<file path="src/rtl/inst_mem_loader.sv">
// rtl/inst_mem_loader.sv - byte-stream program loader that writes words into instruction memory
module inst_mem_loader #(
    parameter int DataWidth = 32,
    parameter int MemBytes  = 1024
) (
    input  logic                 clk,
    input  logic                 rst_n,
    input  logic                 Start,
    input  logic [7:0]           RxData,
    input  logic                 RxValid,
    output logic                 RxReady,
    output logic                 MemWrEn,
    output logic [DataWidth-1:0] MemWrAddr,
    output logic [31:0]          MemWrData,
    output logic                 CpuHold,
    output logic                 Done,
    output logic                 Error
);

    typedef enum logic [2:0] {
        IDLE   = 3'd0,
        LEN_LO = 3'd1,
        LEN_HI = 3'd2,
        DATA   = 3'd3,
        WRITE  = 3'd4,
        DONE   = 3'd5
    } state_t;

    // Largest word count that fits in the memory; one extra bit so the
    // compare against a 16-bit length never truncates.
    localparam logic [16:0] MaxWords = 17'(MemBytes / 4);

    state_t         state;
    state_t         state_next;

    logic [7:0]     len_lo;
    logic [15:0]    word_cnt;
    logic [15:0]    word_idx;
    logic [1:0]     byte_idx;
    logic [23:0]    word_buf;
    logic           accept;
    logic [15:0]    len_full;
    logic           len_too_big;
    logic           last_word;

    assign accept      = RxValid & RxReady;
    assign len_full    = {RxData, len_lo};
    assign len_too_big = ({1'b0, len_full} > MaxWords);
    assign last_word   = ((word_idx + 16'd1) == word_cnt);

    // State register; reset abandons any load in progress.
    always_ff @(posedge clk or negedge rst_n) begin
        if (!rst_n) begin
            state <= IDLE;
        end else begin
            state <= state_next;
        end
    end

    // Next-state and state-decoded outputs; outputs come straight from the
    // state so they take their reset values as soon as rst_n drops.
    always_comb begin
        state_next = state;
        RxReady    = 1'b0;
        MemWrEn    = 1'b0;
        CpuHold    = 1'b1;
        Done       = 1'b0;
        case (state)
            IDLE: begin
                CpuHold = 1'b0;
                if (Start) begin
                    state_next = LEN_LO;
                end
            end
            LEN_LO: begin
                RxReady = 1'b1;
                if (RxValid) begin
                    state_next = LEN_HI;
                end
            end
            LEN_HI: begin
                RxReady = 1'b1;
                if (RxValid) begin
                    if (len_full == 16'd0) begin
                        state_next = DONE;
                    end else if (len_too_big) begin
                        state_next = IDLE;
                    end else begin
                        state_next = DATA;
                    end
                end
            end
            DATA: begin
                RxReady = 1'b1;
                if (RxValid && (byte_idx == 2'd3)) begin
                    state_next = WRITE;
                end
            end
            WRITE: begin
                MemWrEn = 1'b1;
                if (last_word) begin
                    state_next = DONE;
                end else begin
                    state_next = DATA;
                end
            end
            DONE: begin
                Done       = 1'b1;
                state_next = IDLE;
            end
            default: begin
                state_next = IDLE;
                CpuHold    = 1'b0;
            end
        endcase
    end

    // Length capture, word assembly and write-port registers. The write
    // address/data are loaded on the edge entering WRITE and then held.
    always_ff @(posedge clk or negedge rst_n) begin
        if (!rst_n) begin
            len_lo    <= '0;
            word_cnt  <= '0;
            word_idx  <= '0;
            byte_idx  <= '0;
            word_buf  <= '0;
            MemWrAddr <= '0;
            MemWrData <= '0;
            Error     <= 1'b0;
        end else begin
            case (state)
                IDLE: begin
                    if (Start) begin
                        Error    <= 1'b0;
                        word_cnt <= '0;
                        word_idx <= '0;
                        byte_idx <= '0;
                    end
                end
                LEN_LO: begin
                    if (accept) begin
                        len_lo <= RxData;
                    end
                end
                LEN_HI: begin
                    if (accept) begin
                        word_cnt <= len_full;
                        if (len_too_big) begin
                            Error <= 1'b1;
                        end
                    end
                end
                DATA: begin
                    if (accept) begin
                        byte_idx <= byte_idx + 2'd1;
                        case (byte_idx)
                            2'd0: word_buf[7:0]   <= RxData;
                            2'd1: word_buf[15:8]  <= RxData;
                            2'd2: word_buf[23:16] <= RxData;
                            default: begin
                                MemWrData <= {RxData, word_buf};
                                MemWrAddr <= DataWidth'({word_idx, 2'b00});
                            end
                        endcase
                    end
                end
                WRITE: begin
                    word_idx <= word_idx + 16'd1;
                    byte_idx <= '0;
                end
                default: begin
                end
            endcase
        end
    end

endmodule
</file>
<file path="config.mk">
export PLATFORM = sky130hd
export DESIGN_NAME = inst_mem_loader
export DESIGN_NICKNAME = d
export VERILOG_FILES = /design/src/rtl/inst_mem_loader.sv
export SDC_FILE = /design/constraint.sdc
export NUM_CORES = 1
export LEC_CHECK = 0
export BUFFER_PORTS_ARGS = -buffer_cell sky130_fd_sc_hd__clkbuf_2
export CAP_MARGIN = 20
export CORE_ASPECT_RATIO = 0.9
export CORE_MARGIN = 2
export CORE_UTILIZATION = 50
export CTS_BUF_LIST = sky130_fd_sc_hd__clkbuf_16
export CTS_CLUSTER_DIAMETER = 30
export DETAILED_ROUTE_END_ITERATION = 16
export MAX_ROUTING_LAYER = met4
export PLACE_DENSITY = 0.73
export SETUP_SLACK_MARGIN = 0.05
export SYNTH_ARGS = -nofsm -noshare
export SYNTH_HDL_FRONTEND = slang
export SYNTH_SLANG_ARGS = --single-unit
</file>
<file path="constraint.sdc">
create_clock -name clk -period 2 [get_ports clk]
set_clock_uncertainty 0.15 [all_clocks]
set_input_delay 0.1 -clock clk [delete_from_list [all_inputs] [get_ports clk]]
set_output_delay 0.1 -clock clk [all_outputs]
set_load 0.01 [all_outputs]
</file>
* Word level (Yosys, flattened, before mapping)
Cells that the tools add are included.
** Word-level totals
- Flip-flop bits (word level) :: 118
- Input bits :: 12
- ROM bits :: 0
- Word-level logic and storage cells :: 75
- Memories :: 0
- Bits in latches :: 0
- Bits in writable memories :: 0
** Cells by class
- Shifts and indexed selects :: 0
- Add/subtract/negate cells :: 2
- Magnitude comparators :: 1
- Div/mod/pow operators :: 0
- Bitwise gates (word level) :: 2
- Mux-type cells :: 23
- Equality and inequality tests :: 16
- Multiply operators :: 0
- Reduce and logical (&&, ||, !) cells :: 20
** Operator list (count)
- 16-bit case mux with 2 select lines :: 2
- 16-bit two-way mux :: 2
- 3-bit two-way mux :: 6
- 3-bit AND reduction :: 6
- 16-bit by 1-bit adder with 16-bit output, second input constant :: 1
- 16-bit == test :: 1
- 16-bit by 9-bit greater-than comparator with 1-bit output, second input constant :: 1
- 16-bit logical NOT :: 1
- 3-bit case mux with 5 select lines :: 1
- 2-bit inequality test, second input constant :: 7
- 4-bit AND reduction :: 2
- 1-bit two-way mux :: 7
- 3-bit by 2-bit == test with 1-bit output, second input constant :: 2
- 3-bit == test, second input constant :: 2
- 2-bit two-way mux :: 3
- 2-bit case mux with 3 select lines :: 1
- 3-bit OR reduction :: 2
- 5-bit OR reduction :: 1
- 2-bit == test, second input constant :: 2
- 2-bit AND reduction :: 2
- 2-bit nonzero test :: 2
- 3-bit by 1-bit == test with 1-bit output, second input constant :: 1
- 3-bit logical NOT :: 1
- 3-bit nonzero test :: 1
- other kinds (7) :: 7

* Longest topological paths before layout
- Depth after elaboration :: 6
- Mapped depth :: 8

* Worst setup path before layout
OpenSTA, ideal clock, no wires.
- Path kind :: register to register
- Start point :: register word_idx[1]
- End point :: register state[1]
- Data required time :: 1.715 ns
- Path slack :: -0.219 ns
- Clock period less this slack :: 2.219 ns
- Library setup time :: 0.135 ns
- Path buffers :: 0
- Cell stages (with the launch flop) :: 8
- Arrival :: 1.934 ns
- Path through :: dfrtp_1 ha_1 nand3_1 nor4_2 xnor2_1 o211ai_1 nor4_1 a31oi_1
** On the way
- Word-level cells in the longest chain between the ends :: 4
** RTL lines
- from (decl) :: RTL line 38 : logic [15:0] word_idx;
- from (signal assigned) :: RTL line 168 : word_idx <= word_idx + 16'd1;
- 16-bit by 1-bit adder with 16-bit output :: RTL line 49 : assign last_word = ((word_idx + 16'd1) == word_cnt);
- 16-bit == test :: RTL line 49
- 3-bit two-way mux :: RTL line 101 : if (last_word) begin
- 3-bit case mux with 5 select lines :: RTL line 68 : case (state)
- to (signal assigned) :: RTL line 56 : state <= state_next;
- to (decl) :: RTL line 33 : state_t state;
Every way passes these cells.
A chain may end at the register's enable or synchronous reset.

* Worst setup path after layout
- Start point :: register word_idx[0]
- End point :: register state[2]
Same word-level chain as after synthesis.

==> run metrics <==
CTS Buf Count=17; largest area contributor in the netlist=dfrtp_1; Net Sw Frac=33.6%; Gate power share=29.0%; met2 wire len=6750 um; Cell Area, Placed=6220 um^2; CP peak stage delay=roughly 430 ps; Max-slew headroom=52.9%; top layer in use=met4; CP arrival=2280 ps; Syn. warnings=0; Remaining DRCs=0; post-synthesis register bit count=roughly 120; clock latency on the worst-skew pair=~410 ps; WP buf/inv=3; share of post-route cells with drive strength above 1=29.2%; remaining antenna violation count=0; pre-CTS setup slack=-187 ps; failing checks=negative setup slack; register area share after synthesis=53.7%; unrepaired setup endpoints after global routing=yes; CTS max path bufs=2; R2R Path Start=word_idx[0]; CP endpoint kind=flop; largest cells by area after synthesis=dfrtp_1 (54%), mux2_1 (16%), nand2_1 (4.3%), o21ai_1 (3.0%), buf_4 (2.6%); EDFF count, synth=0; wire length per cell=17.5 um; PnR worst setup slack=-134 ps; GRT Residual Overflow=0; IO Port Bufs=64; slowest CP cell=dfrtp_1; CP cell instances=buf_4 > nand4_4 > buf_6 > buf_4 > nor2_4 > nor4_1 > a21oi_1 > a31oi_4 > a31o_1; NetSw=3100 uW; # nets final=630; FP Rows=36; IR drop worst, VDD=0.000813 V; via count=4161; Critical Path Source Type=flop; Clock Sinks=118; Final Hold Vio Count=0; final RePlAce weighted congestion=0.911; Clock Pin Slew Worst Setup and Hold Paths=roughly 60 ps; # IOs=81; Placeable Area=~11000 um^2; first-pass GRT wire length=20700 um; Clock power frac=between 30% and 40%; worst slew pin tran=705 ps; number of diodes=0; Die Ht=103 um; CTS tree=built; ys flop type=dfrtp_1; Via density=5.48; hpwl dp=8580 um; 1st-pass router iterations=5; HP Class=in2async; crit path time final=2130 ps; vias in the first global route=4118; cell internal pwr=6130 uW; crit-path leading delay family=compound AO/OA/AOI/OAI gates; f_max=between 400 and 500 MHz; H-tree depth=4; cell leakage power=0.00362 uW; initial core utilization=approximately half; area growth from synthesis to layout=31.0%; Metal-1 WL=5670 um; Synth Cell Area=roughly 5500 um^2; Fillers=784; WL met3=about 610 um; max-cap check violation count=0; Detailed Route Iter0 Violations=266; Critical Path Fanout Max=4; Die W=roughly 110 um; # setup viols final=2; setup slack, reg-to-reg=-130 ps; largest net degree at the start of global routing=37; Synth async-reset ratio=100%; Avg Inst Size Synth=11.3 um^2; Power Density=1280 nW/um^2; synthesized instance count=488; share of total power in sequential cells=approximately 40%; DIE AREA=11800 um^2; critical setup path kind=reg2reg; status=complete, but fails checks; initial antenna violation count=0; Worst EP required=about 2200 ps; design area=slightly above 7000 um^2; Worst path most repeated cell=buf_4; Period Utilization, post-route=107%; critical path startpoint=word_idx[0]; Slew Viols, Final=0; GRT Resource Usage Total=23.7%; hold_ws=~42 ps; Tot Pwr=~9200 uW; count of different cell masters after synthesis=50; Clock Tree Root=clkbuf_16; Routed WL=roughly 13000 um; Synth top area share=~54%
-- logic make-up (layout without fill, tap and decap cells) --
kind of cell,Yosys count,after routing,synth area share (%)
AO/OA/AOI/OAI,79,79,8.29
XOR/XNOR,25,25,3.98
adder cells (fa/ha/maj),5,5,1.14
buffers and inverters,47,170,4.69
flip-flops,118,118,53.7
multiplexers,79,79,16.1
other,1,16,0.0682
AND/OR/NAND/NOR,134,134,12.0
-- final cells by class --
| type | instances | area [um^2] | area share [%] |
|---|---|---|---|
| repair buffers | 131 | 946 | 13.1 |
| clock inverters | 15 | 156 | 2.17 |
| clock buffers | 17 | 425 | 5.91 |
| multi-input cells | 338 | 2520 | 35.0 |
| flip-flops and latches | 118 | 2960 | 41.1 |
| inverters | 7 | 28.8 | 0.400 |
| well taps | 133 | 166 | 2.31 |
-- synth_stat cells, drive strengths merged (2+ instances only) --
cell    instances
xnor2          12
nand2b          4
buf            29
o21ai          44
nor2           21
dfrtp         118
nand2          63
nor2b           2
o31ai           7
or4             2
a21oi          12
nor3            9
mux2i           2
and2            2
xor2           13
and3            2
inv             7
nand3          11
clkbuf         11
ha              5
mux2           77
nand4           5
nor4            8
a31oi           4
-- layer usage --
metal / GRT usage [%] / vias up
met1: 28.8 / 2048
li1: - / 1941
met5: - / -
met2: 39.1 / 147
met3: 4.95 / 25
met4: 9.10 / 0
-- power by group through the flow --
stage	sequential, uW	clock [uW]	combinational [uW]
after floorplan	3520	0	1580
after global placement	3560	0	2300
after detailed placement	3610	0	2390
after CTS	3580	3000	2540
after global routing	3690	3110	2940
final	3600	2960	2670
-- final timing paths --
kind / end / cells after the start
setup / recovery: state[2] / 9
hold / removal: MemWrAddr[13] / 2
setup reg to reg: state[2] / 9
hold reg to reg: MemWrData[0] / 1
max in group asynchronous: word_buf[0] / 3
min in group clk: MemWrData[0] / 1
-- worst register-to-register path, delay by kind of cell, from the launching register on --
kind / cells / cell delay (ps)
and+or+nand+nor: 3 / 280
DFF: 1 / 430
AOI/OAI and AO/OA: 3 / 680
buffers and inverters: 3 / 480
-- flip-flops by register name (all words and copies together), names as in the netlist --
name       count
Error          1
MemWrAddr     16
MemWrData     32
byte_idx       2
len_lo         8
state          3
word_buf      24
word_cnt      16
word_idx      16
-- placed cells by master (no fill, tap or decap), drive strengths merged, types with 2 or more instances in the layout --
| cell | Yosys | layout |
|---|---|---|
| a21oi | 12 | 12 |
| and3 | 2 | 2 |
| dfrtp | 118 | 118 |
| a31oi | 4 | 4 |
| nor3 | 9 | 9 |
| nand2b | 4 | 4 |
| nand3 | 11 | 11 |
| nand4 | 5 | 5 |
| nor4 | 8 | 8 |
| clkbuf | 11 | 81 |
| buf | 29 | 56 |
| o21ai | 44 | 44 |
| clkinvlp | 0 | 4 |
| and2 | 2 | 2 |
| nand2 | 63 | 63 |
| nor2 | 21 | 21 |
| xnor2 | 12 | 12 |
| bufinv | 0 | 2 |
| conb | 1 | 16 |
| nor2b | 2 | 2 |
| mux2 | 77 | 77 |
| dlygate4sd3 | 0 | 11 |
| xor2 | 13 | 13 |
| clkinv | 0 | 6 |
| ha | 5 | 5 |
| inv | 7 | 10 |
| o31ai | 7 | 7 |
| mux2i | 2 | 2 |
| or4 | 2 | 2 |
-- through the flow --
stage,TNS [ps],utilization (%),std cells
3_5_place_dp,-611,57.8,705
2_1_floorplan,0,-,503
4_1_cts,-62.7,65.3,755
6_report,-264,66.9,759
5_1_grt,-1200,66.9,759
3_3_place_gp,-282,57.8,705
-- what timing repair did --
action,CTS,global route
endpoints found under the setup margin,88,64
pin swaps,6,9
hold buffers,11,0
cloned,0,1
resized for setup,18,22
endpoints found under the hold margin,136,0
setup buffers,7,3
No activity file was read; power rests on OpenSTA's default activity.
